## src/rtl/spi_controller.sv

```systemverilog
// SPI initiator: single-word full-duplex transfers, all four CPOL/CPHA modes, programmable sclk divider.
// Define SPI_CTRL_LSB_FIRST_EN to shift LSB-first; the default build is MSB-first.
module spi_controller #(
    parameter int DATA_W = 8,
    parameter int DIV_W  = 8
) (
    input  logic              clk,
    input  logic              rst_n,
    input  logic              start,
    input  logic [DATA_W-1:0] tx_data,
    input  logic [DIV_W-1:0]  clk_div,
    input  logic              cpol,
    input  logic              cpha,
    output logic              busy,
    output logic              done,
    output logic [DATA_W-1:0] rx_data,
    output logic              sclk,
    output logic              cs_n,
    output logic              mosi,
    input  logic              miso
);
`ifdef SPI_CTRL_LSB_FIRST_EN
    localparam bit LSB_FIRST = 1'b1;
`else
    localparam bit LSB_FIRST = 1'b0;
`endif
    localparam int HP_N = 2 * DATA_W;
    localparam int HP_W = $clog2(HP_N + 1);

    typedef enum logic [1:0] {IDLE, LEAD, XFER, TRAIL} state_t;

    state_t            state_q, state_d;
    logic [DIV_W-1:0]  div_q, div_d, cnt_q, cnt_d;
    logic              cpol_q, cpol_d, cpha_q, cpha_d;
    logic [HP_W-1:0]   hp_q, hp_d, k;
    logic [DATA_W-1:0] tx_sr_q, tx_sr_d, rx_sr_q, rx_sr_d, rx_q, rx_d;
    logic              sclk_q, sclk_d, cs_n_q, cs_n_d, mosi_q, mosi_d, done_q, done_d;
    logic              tick, edge_ev, leading, do_sample, do_shift;

    always_comb begin
        state_d   = state_q;
        div_d     = div_q;
        cpol_d    = cpol_q;
        cpha_d    = cpha_q;
        hp_d      = hp_q;
        tx_sr_d   = tx_sr_q;
        rx_sr_d   = rx_sr_q;
        rx_d      = rx_q;
        sclk_d    = sclk_q;
        cs_n_d    = cs_n_q;
        mosi_d    = mosi_q;
        done_d    = 1'b0;
        edge_ev   = 1'b0;
        leading   = 1'b0;
        do_sample = 1'b0;
        do_shift  = 1'b0;
        tick      = (cnt_q == div_q);
        cnt_d     = tick ? '0 : cnt_q + 1'b1;
        k         = hp_q + 1'b1;

        case (state_q)
            IDLE: begin
                cnt_d = '0;
                if (start) begin
                    state_d = LEAD;
                    div_d   = clk_div;
                    cpol_d  = cpol;
                    cpha_d  = cpha;
                    cs_n_d  = 1'b0;
                    sclk_d  = cpol;
                    hp_d    = '0;
                    tx_sr_d = tx_data;
                    // CPHA=0 needs the first bit valid before the first (sampling) edge
                    if (!cpha) begin
                        mosi_d  = LSB_FIRST ? tx_data[0] : tx_data[DATA_W-1];
                        tx_sr_d = LSB_FIRST ? (tx_data >> 1) : (tx_data << 1);
                    end
                end
            end
            LEAD: if (tick) begin
                state_d = XFER;
                edge_ev = 1'b1;
            end
            XFER: if (tick) begin
                if (hp_q == HP_W'(HP_N)) state_d = TRAIL;
                else                     edge_ev = 1'b1;
            end
            TRAIL: if (tick) begin
                state_d = IDLE;
                cs_n_d  = 1'b1;
                done_d  = 1'b1;
                rx_d    = rx_sr_q;
            end
            default: state_d = IDLE;
        endcase

        // Each edge opens half-period k; odd k is a leading edge.
        if (edge_ev) begin
            hp_d      = k;
            sclk_d    = ~sclk_q;
            leading   = k[0];
            do_sample = leading ^ cpha_q;
            do_shift  = !do_sample && (k != HP_W'(HP_N));
            if (do_sample)
                rx_sr_d = LSB_FIRST ? {miso, rx_sr_q[DATA_W-1:1]} : {rx_sr_q[DATA_W-2:0], miso};
            if (do_shift) begin
                mosi_d  = LSB_FIRST ? tx_sr_q[0] : tx_sr_q[DATA_W-1];
                tx_sr_d = LSB_FIRST ? (tx_sr_q >> 1) : (tx_sr_q << 1);
            end
        end
    end

    always_ff @(posedge clk or negedge rst_n) begin
        if (!rst_n) begin
            state_q <= IDLE;
            div_q   <= '0;
            cnt_q   <= '0;
            cpol_q  <= 1'b0;
            cpha_q  <= 1'b0;
            hp_q    <= '0;
            tx_sr_q <= '0;
            rx_sr_q <= '0;
            rx_q    <= '0;
            sclk_q  <= 1'b0;
            cs_n_q  <= 1'b1;
            mosi_q  <= 1'b0;
            done_q  <= 1'b0;
        end else begin
            state_q <= state_d;
            div_q   <= div_d;
            cnt_q   <= cnt_d;
            cpol_q  <= cpol_d;
            cpha_q  <= cpha_d;
            hp_q    <= hp_d;
            tx_sr_q <= tx_sr_d;
            rx_sr_q <= rx_sr_d;
            rx_q    <= rx_d;
            sclk_q  <= sclk_d;
            cs_n_q  <= cs_n_d;
            mosi_q  <= mosi_d;
            done_q  <= done_d;
        end
    end

    assign busy    = (state_q != IDLE);
    assign done    = done_q;
    assign rx_data = rx_q;
    assign sclk    = sclk_q;
    assign cs_n    = cs_n_q;
    assign mosi    = mosi_q;
endmodule

```

## config.mk

```make
export PLATFORM = sky130hd
export DESIGN_NAME = spi_controller
export DESIGN_NICKNAME = d
export VERILOG_FILES = /design/src/rtl/spi_controller.sv
export SDC_FILE = /design/constraint.sdc
export NUM_CORES = 1
export LEC_CHECK = 0
export BUFFER_PORTS_ARGS = -buffer_cell sky130_fd_sc_hd__buf_2
export CAP_MARGIN = 25
export CORE_AREA = 2 2 71 73
export CTS_CLUSTER_SIZE = 12
export DETAILED_ROUTE_END_ITERATION = 12
export DIE_AREA = 0 0 73 75
export PLACE_DENSITY_LB_ADDON = 0.2
export SLEW_MARGIN = 10
export SYNTH_ARGS = -nofsm -noshare
export SYNTH_HDL_FRONTEND = slang
export SYNTH_SLANG_ARGS = --single-unit
```

## constraint.sdc

```tcl
create_clock -name clk -period 2.5 [get_ports clk]
set_clock_uncertainty 0.2 [all_clocks]
set_input_delay 0.25 -clock clk [delete_from_list [all_inputs] [get_ports clk]]
set_output_delay 0.25 -clock clk [all_outputs]
set_load 0.01 [all_outputs]
```

==> impl_metrics.yaml, run 1 <==
place:
  port_buffers: 34
  dpl_cell_area_sq_um: 2800
  place.gp.congestion: 0.819
  hpwl_um: 3100
sta:
  drv_slew: 0
  tns_ns: 0
  tightest_slew_ns: 0.450
  layout_min_cycle_time_ns: 2.26
  finalHoldViolCount: 0
  fmax_ghz: 0.443
  setup_viol: 0
  period_share_pct: 90.3
  relSlewSlack_pct: 70.0
  rsz0062_at_grt: "false"
finish:
  syn2layout_area_growth_pct: 16.9
  drive_above_1_share_pct: 34.1
  mostFrequentLayoutCell: "dfrtp_1"
  design_area_sq_um: 2990
  n_antenna_cell: 0
  final_nets: 286
  mostFrequentLayoutCells: "dfrtp_1, buf_2, mux2_2, xor2_1, nand2_1"
power:
  ir_worst_vdd_v: 0.000455
  p_per_area_nw_per_um2: 875
  p_leak_nw: 1.54
floorplanning:
  core_sq_um: 4660
  ios: 35
  rows: 25
  die_area_sq_um: 5480
  dieWidth_um: 73
  initial_core_util_pct: 55.0
  die_h_um: 75
detailed_routing:
  postRouteAntennaNets: 0
  firstDrtPassIters: 4
  drt_wl_total_um: 4190
  drc_errors: 0
  drt_iter0_markers: 84
  viasPerCell: 5.20
  num_vias: 1622
  wl_per_cell_um: 13.4
setup_path:
  r2r_end: "tx_sr_q[6]"
  rrSetupSlack_ns: 0.24
  cp-start-kind: "flop"
  path_class: "reg -> reg"
  worstPathRequired_ns: 2.49
  r2r_cells: 8
  cp_max_fo: 9
  cp-end-kind: "flop"
  crit_arrival_ns: 2.25
  r2r_start: "hp_q[0]"
clock_network:
  cts_hold_buf: 10
  cts_tree: "yes"
  htreeDepth: 2
  cts_buffer_depth: 2
  clockRootBuffer: "clkbuf_8"
  cts_sinks: 52
  clk_pin_slew_worst_paths_ns: 0.09
  clk_latency_ns: 0.30
  cts_resized: 0
  numCtsBuffers: 5
  post-cts-setup-buffers: 0
logic_synthesis:
  synth_top_area_share_pct: 49.8
  syn-num-nets: 238
  synth-async-reset-ratio_pct: 100
  yosysSeqAreaShare_pct: 50.9
  syn_avg_cell_area_sq_um: 12.3
  synth.largest_area_cell: "dfrtp_1"
  yosys_warnings: 0
  synth_area_leaders: "dfrtp_1, mux2_2, xor2_1"
  synth_cell_types: 35
  syn_area_sq_um: 2560
  synth_flop_cell: "dfrtp_1"
  yosys_register_bits: 52
  syn_inst: 209
  synth-edff-count: 0
outcome:
  run_status: "finished clean"
hold_path:
  holdCritStartpoint: "cpol"
  holdPathEnd: "sclk"
  hold_class: "in -> reg"
  hold_depth: 3
grt:
  first_global_vias: 1601
  grt_pass1_wl_um: 7290
  grt_max_degree: 29
  grt_overflow_total: 0
  grtUsageTotal_pct: 17.6
  antenna_found_initial: 0
job:
  drv_cap: 0
routing by layer:
layer | GRT usage (%) | up-vias | wire, um
met5 | 0 | - | 0
met4 | 7.41 | 0 | 69
met3 | 4.02 | 5 | 111
met2 | 28.4 | 21 | 2010
met1 | 23.0 | 775 | 1990
li1 | - | 821 | -
synthesized netlist by cell type (2+ instances only):
master and count:
dfrtp_1 51, mux2_2 27, xor2_1 15, nand2_1 12, nand3_1 10, o21ai_0 10, inv_1 9, nor2_1 9
clkbuf_1 8, mux2_4 8, mux2i_1 8, ha_1 7, a21oi_1 5, a211o_1 2, a21o_1 2, and2_1 2
and3_1 2, nand4_1 2, nor3b_1 2, nor4_4 2, or2_2 2
sequential cells by signal, indices dropped and copies added, names as in the netlist:
signal   count
cs_n         1
rx_data      8
rx_sr_q      8
done         1
cnt_q        8
state_q      2
tx_sr_q      8
cpha_q       1
sclk         1
hp_q         5
div_q        8
mosi         1
power by group:
part	switching (mW)	internal [mW]	leakage (nW)
sequential	0.162	1.05	0.679
clock	0.247	0.226	0.0455
combinational	0.443	0.487	0.814
total	0.852	1.77	1.54
critical path: stages (launching register included):
cell and delay, ns:
dfrtp_1 0.48, inv_1 0.08, ha_1 0.21, nand4bb_1 0.13, a21oi_1 0.08, nand4b_4 0.21, a211o_1 0.27, buf_4 0.19
mux2_4 0.31
through the flow:
stage | setup WS [ns] | cells | hold WS [ns] | util (%) | power [mW]
after global routing | 0.133 | 312 | 0.0686 | 64.2 | 2.83
after floorplan | 0.327 | 209 | -0.246 | - | 1.95
final | 0.244 | 312 | 0.0302 | 64.2 | 2.62
after detailed placement | 0.238 | 294 | 0.0231 | 60.1 | 2.17
after global placement | 0.297 | 294 | 0.0204 | 60.1 | 2.14
after CTS | 0.231 | 312 | 0.0235 | 64.2 | 2.66
kinds of logic after synthesis:
logic type / Yosys count / share of synthesized area [%]
mux: 43 / 19.7
flops: 52 / 50.9
compound gates: 25 / 6.06
fa+ha+maj: 7 / 3.42
simple gates: 48 / 11.6
xor+xnor: 16 / 5.47
buf+inv: 18 / 2.93
layout make-up:
class / instances / area (sq um)
fill: 372 / 1670
sequential: 52 / 1300
multi-input combinational: 139 / 1180
timing repair buffer: 50 / 315
clock buffer: 8 / 90.1
tap: 54 / 67.6
inverter: 9 / 33.8
how the worst max path moves through the flow:
stage	start	to	slack (ns)	cells after the start
2_1_floorplan	hp_q[0]	mosi	0.33	9
3_3_place_gp	cnt_q[1]	tx_sr_q[6]	0.30	6
3_5_place_dp	hp_q[0]	tx_sr_q[6]	0.24	8
4_1_cts	hp_q[0]	tx_sr_q[6]	0.23	8
5_1_grt	hp_q[0]	tx_sr_q[6]	0.13	8
6_report	hp_q[0]	tx_sr_q[6]	0.24	8
(Power assumes the default switching activity.)
==> inputs of run 2 (changes only) <==
==> constraint.sdc (replaced) <==
create_clock -name clk -period 2.3 [get_ports clk]
set_clock_uncertainty 0.2 [all_clocks]
set_input_delay 0.23 -clock clk [delete_from_list [all_inputs] [get_ports clk]]
set_output_delay 0.23 -clock clk [all_outputs]
set_load 0.01 [all_outputs]
==> run 2 against run 1 <==
Compared with the run above: fmax rose by 3.8%; sequential cell count did not move; sequential share of layout area fell by 0.75 points; via count rose by 4.1%; die area did not move; largest power group unchanged.
==> impl_metrics.yaml, run 2 (same netlist as run 1, synthesis figures left out) <==
power:
  total_power_mw: 2.91
  p_leak_nw: 1.57
  ir_worst_vdd_v: 0.000520
  p_per_area_nw_per_um2: 956
place:
  hpwl_um: 3100
  port_buffers: 34
  place.gp.congestion: 0.807
sta:
  layout_min_cycle_time_ns: 2.17
  setup_viol: 0
  fmax_ghz: 0.460
  tightest_slew_ns: 0.554
  relSlewSlack_pct: 63.1
  finalHoldViolCount: 0
  period_share_pct: 94.5
  rsz0062_at_grt: "false"
  tns_ns: 0
  drv_slew: 0
  hold_slack_ns: 0.0170
setup_path:
  r2r_end: "rx_sr_q[1]"
  cp-end-kind: "flop"
  crit_end: "rx_sr_q[1]"
  startpoint: "cnt_q[0]"
  cp-start-kind: "flop"
  worstPathRequired_ns: 2.29
  crit_arrival_ns: 2.16
  path_class: "reg -> reg"
  r2r_start: "cnt_q[0]"
  r2r_cells: 6
  cp_max_fo: 13
  rrSetupSlack_ns: 0.13
clock_network:
  clk_latency_ns: 0.30
  numCtsBuffers: 5
  cts_tree: "yes"
  cts_buffer_depth: 2
  clk_pin_slew_worst_paths_ns: 0.09
  clockRootBuffer: "clkbuf_8"
  htreeDepth: 2
  cts_sinks: 52
floorplanning:
  die_h_um: 75
  initial_core_util_pct: 55.0
  dieWidth_um: 73
  ios: 35
  rows: 25
  core_sq_um: 4660
  die_area_sq_um: 5480
finish:
  syn2layout_area_growth_pct: 19.0
  final_nets: 289
  mostFrequentLayoutCell: "dfrtp_1"
  mostFrequentLayoutCells: "dfrtp_1, buf_2, mux2_2, xor2_1, nand2_1"
  drive_above_1_share_pct: 36.0
  n_antenna_cell: 0
hold_path:
  holdCritStartpoint: "cpol"
  hold_class: "in -> reg"
detailed_routing:
  drc_errors: 0
  drt_iter0_markers: 109
  num_vias: 1689
  wl_per_cell_um: 14.1
  firstDrtPassIters: 4
  viasPerCell: 5.36
  drt_wl_total_um: 4440
  postRouteAntennaNets: 0
grt:
  grt_max_degree: 30
  grt_pass1_wl_um: 7520
  antenna_found_initial: 0
  first_global_vias: 1673
  grtUsageTotal_pct: 18.2
  grt_overflow_total: 0
job:
  drv_cap: 0
outcome:
  run_status: "finished clean"
run 2: how the worst min path moves through the flow:
stage / slack (ns) / to / depth (start not counted)
floorplan: -0.27 / cnt_q[0] / 0
CTS: 0.01 / sclk / 3
detailed placement: 0.05 / tx_sr_q[3] / 1
global placement: 0.05 / tx_sr_q[4] / 1
finish: 0.02 / sclk / 3
global route: 0.04 / tx_sr_q[0] / 3
run 2: cell type report:
class / count / area [sq um]
Fill cell: 373 / 1610
Sequential cell: 52 / 1300
Multi-Input combinational cell: 139 / 1180
Timing Repair Buffer: 53 / 367
Clock buffer: 6 / 82.6
Tap cell: 54 / 67.6
Inverter: 9 / 33.8
Clock inverter: 2 / 10.0
run 2: worst max-delay path, cell delays in order (launching register included):
cell,delay (ns)
dfrtp_2,0.45
xor2_1,0.17
nor4_4,0.36
nand4b_4,0.14
buf_6,0.17
nor2_4,0.20
mux2_2,0.37
run 2: per-stage QoR:
stage          area (sq um)  std cells  worst slack, ns  utilization [%]
4_1_cts                3030        313           0.0684             65.0
2_1_floorplan          2560        209            0.127                -
3_3_place_gp           2840        295            0.118             60.8
3_5_place_dp           2840        295           0.0821             60.8
6_report               3050        315            0.126             65.4
5_1_grt                3050        315          0.00366             65.4
run 2: layer usage:
layer  vias to the layer above  track usage, %  part of all wire [%]
li1                        832               -                     -
met2                        32            29.7                    48
met3                         9            4.55                   3.3
met5                         -               0                     0
met4                         0            7.00                   2.1
met1                       816            23.5                    46
run 2: timing repair:
action                                 4_1_cts  5_1_grt
hold buffers                                10        0
setup endpoints to repair                    0       13
resized for setup                            0        2
buffers inserted                             0        2
endpoints found under the hold margin       31        0
run 2: power by group:
part | internal (mW) | switching (mW)
clock network | 0.241 | 0.285
logic | 0.560 | 0.505
registers | 1.15 | 0.177
==> inputs of run 3 (changes only) <==
--- a/config.mk
+++ b/config.mk
@@ -5,12 +5,13 @@
 export SDC_FILE = /design/constraint.sdc
 export NUM_CORES = 1
 export LEC_CHECK = 0
+export ABC_AREA = 1
 export BUFFER_PORTS_ARGS = -buffer_cell sky130_fd_sc_hd__buf_2
 export CAP_MARGIN = 25
-export CORE_AREA = 2 2 71 73
+export CORE_AREA = 2 2 73 75
 export CTS_CLUSTER_SIZE = 12
 export DETAILED_ROUTE_END_ITERATION = 12
-export DIE_AREA = 0 0 73 75
+export DIE_AREA = 0 0 75 77
 export PLACE_DENSITY_LB_ADDON = 0.2
 export SLEW_MARGIN = 10
 export SYNTH_ARGS = -nofsm -noshare
==> run 3 against run 2 <==
Compared with the run above: design area increased by 6.7%; sequential cell count did not move; first-iteration DRC count increased by 68%; critical path type unchanged; critical endpoint is now sclk; largest cell class is now multi-input combinational cells; largest power group is now combinational logic.
==> impl_metrics.yaml, run 3 <==
detailed_routing:
  num_vias: 2378
  drc_errors: 0
  postRouteAntennaNets: 0
  firstDrtPassIters: 4
  drt_wl_total_um: 5670
  viasPerCell: 4.99
  wl_per_cell_um: 11.9
  drt_iter0_markers: 183
setup_path:
  crit_arrival_ns: 1.96
  crit_end: "sclk"
  path_class: "reg -> reg"
  cp-start-kind: "flop"
  r2r_end: "sclk"
  cp-end-kind: "flop"
  startpoint: "hp_q[0]"
  rrSetupSlack_ns: 0.33
  worstPathRequired_ns: 2.29
  r2r_start: "hp_q[0]"
  cp_max_fo: 15
  r2r_cells: 10
sta:
  layout_min_cycle_time_ns: 1.97
  tightest_slew_ns: 0.653
  drv_slew: 0
  period_share_pct: 85.8
  fmax_ghz: 0.507
  tns_ns: 0
  finalHoldViolCount: 0
  rsz0062_at_grt: "false"
  setup_viol: 0
  relSlewSlack_pct: 56.4
logic_synthesis:
  synth-async-reset-ratio_pct: 100
  yosys_warnings: 0
  synth_top_family_by_area: "simple AND/OR/NAND/NOR gates"
  synth_area_leaders: "dfrtp_1, nand2_1, nor2_1"
  yosys_register_bits: 52
  synth_adder_area_share_pct: 3.10
  muxShareOfSynthArea_pct: 0
  synth-edff-count: 0
  synth_xor_xnor_area_share_pct: 5.31
  synth_compound_area_share_pct: 4.33
  syn_area_sq_um: 2830
  synthSimpleGateAreaFrac_pct: 34.9
  syn_inst: 362
  syn_avg_cell_area_sq_um: 7.81
  yosysMostFrequentCell: "nand2_1"
  syn-num-nets: 391
  synth_top_area_share_pct: 45.1
  synth_flop_cell: "dfrtp_1"
  synth.largest_area_cell: "dfrtp_1"
  synth_cell_types: 31
  yosysSeqAreaShare_pct: 46.0
  synth_commonest_cells: "nand2_1, dfrtp_1, nor2_1"
hold_path:
  hold_class: "in -> reg"
clock_network:
  post-cts-setup-buffers: 0
  cts_resized: 0
  htreeDepth: 2
  clockRootBuffer: "clkbuf_8"
  cts_tree: "yes"
  cts_buffer_depth: 2
  clk_latency_ns: 0.30
  numCtsBuffers: 5
  cts_hold_buf: 10
  clk_pin_slew_worst_paths_ns: 0.09
  cts_sinks: 52
floorplanning:
  die_area_sq_um: 5780
  dieWidth_um: 75
  initial_core_util_pct: 56.8
  ios: 35
  die_h_um: 77
  rows: 26
  core_sq_um: 4980
grt:
  grtUsageTotal_pct: 22.5
  grt_overflow_total: 0
  grt_pass1_wl_um: 10100
  grt_max_degree: 53
  antenna_found_initial: 0
  first_global_vias: 2261
finish:
  mostFrequentLayoutCells: "nand2_1, dfrtp_1, buf_2, nor2_1, inv_1"
  final_nets: 435
  drive_above_1_share_pct: 15.0
  nFillCells: 425
  mostFrequentLayoutCell: "nand2_1"
  syn2layout_area_growth_pct: 14.9
  n_antenna_cell: 0
power:
  p_int_mw: 2.01
  swShare_pct: 41.8
  combPwrFrac_pct: 43.0
  ir_worst_vdd_v: 0.000653
  p_clk_share_pct: 18.2
  total_power_mw: 3.45
  p_per_area_nw_per_um2: 1060
  p_leak_nw: 1.80
  seq_power_share_pct: 38.8
  p_switching_mw: 1.45
place:
  hpwl_um: 3900
  place.gp.congestion: 0.792
  port_buffers: 34
job:
  drv_cap: 0
outcome:
  run_status: "finished clean"
[run 3: cell types whose count changed in the layout (fill, tap and decap cells not counted), moves of 6 or more]
cell     change
nand4_1     +11
inv_1       +12
mux2_2      -27
nor2_1      +19
mux2i_1      -8
nand2_1    +143
mux2_4       -8
o21ai_0     +10
nand3_1     +10
xnor2_1      +6
xor2_1       -8
[run 3: area by class of cell]
cell class	count	area, sq um	area share (%)
multi-input cells	273	1350	41.5
clock inverters	3	42.5	1.31
clock buffers	5	68.8	2.12
well taps	70	87.6	2.69
flip-flops and latches	52	1300	40.1
inverters	26	101	3.12
repair buffers	48	300	9.23
[run 3: power groups by stage]
| stage | logic (mW) | clock network (mW) | registers [mW] |
|---|---|---|---|
| after floorplan | 1.15 | 0 | 1.34 |
| after global placement | 1.42 | 0 | 1.35 |
| after detailed placement | 1.47 | 0 | 1.36 |
| after CTS | 1.50 | 0.641 | 1.34 |
| after global routing | 1.73 | 0.679 | 1.38 |
| final | 1.49 | 0.628 | 1.34 |
[run 3: layer usage]
layer | vias up | global-route usage, % | wire length (um)
met3 | 9 | 3.94 | 195
met5 | - | 0 | 0
li1 | 1223 | - | -
met1 | 1105 | 30.0 | 2650
met4 | 0 | 6.43 | 75
met2 | 41 | 37.0 | 2740
[run 3: worst max-delay path: stages (launching register included)]
cell	delay (ns)
dfrtp_1	0.54
inv_1	0.10
ha_1	0.20
nand3_1	0.10
nand2_1	0.06
nand2_1	0.05
nand2_1	0.08
inv_2	0.21
nand2_4	0.17
nand2_1	0.08
o21ai_0	0.07
[run 3: logic make-up (layout without fill, tap and decap cells)]
group                      count (synthesis)  after routing
buffers and inverters                     37             82
adders and majority gates                  7              7
AOI/OAI and AO/OA                         24             24
DFF                                       52             52
and+or+nand+nor                          227            227
xor gates and xnor gates                  15             15
[run 3: how the worst min path moves through the flow]
stage	slack (ns)	end	depth (start not counted)	startpoint
5_1_grt	0.07	cs_n	3	start
6_report	0.04	sclk	5	cpol
4_1_cts	0.04	sclk	5	cpol
3_5_place_dp	0.19	tx_sr_q[3]	2	rst_n
3_3_place_gp	0.18	tx_sr_q[3]	2	rst_n
2_1_floorplan	-0.27	cnt_q[0]	0	rst_n
[run 3: stage by stage]
stage               instances  util [%]  hold slack, ns  setup slack (ns)  instance area (sq um)
floorplan                 362         -          -0.266             0.471                   2830
global placement          459      61.1           0.182             0.412                   3040
detailed placement        459      61.1           0.187             0.344                   3040
CTS                       477      65.3          0.0377             0.316                   3250
global route              477      65.3          0.0655             0.112                   3250
finish                    477      65.3          0.0423             0.327                   3250
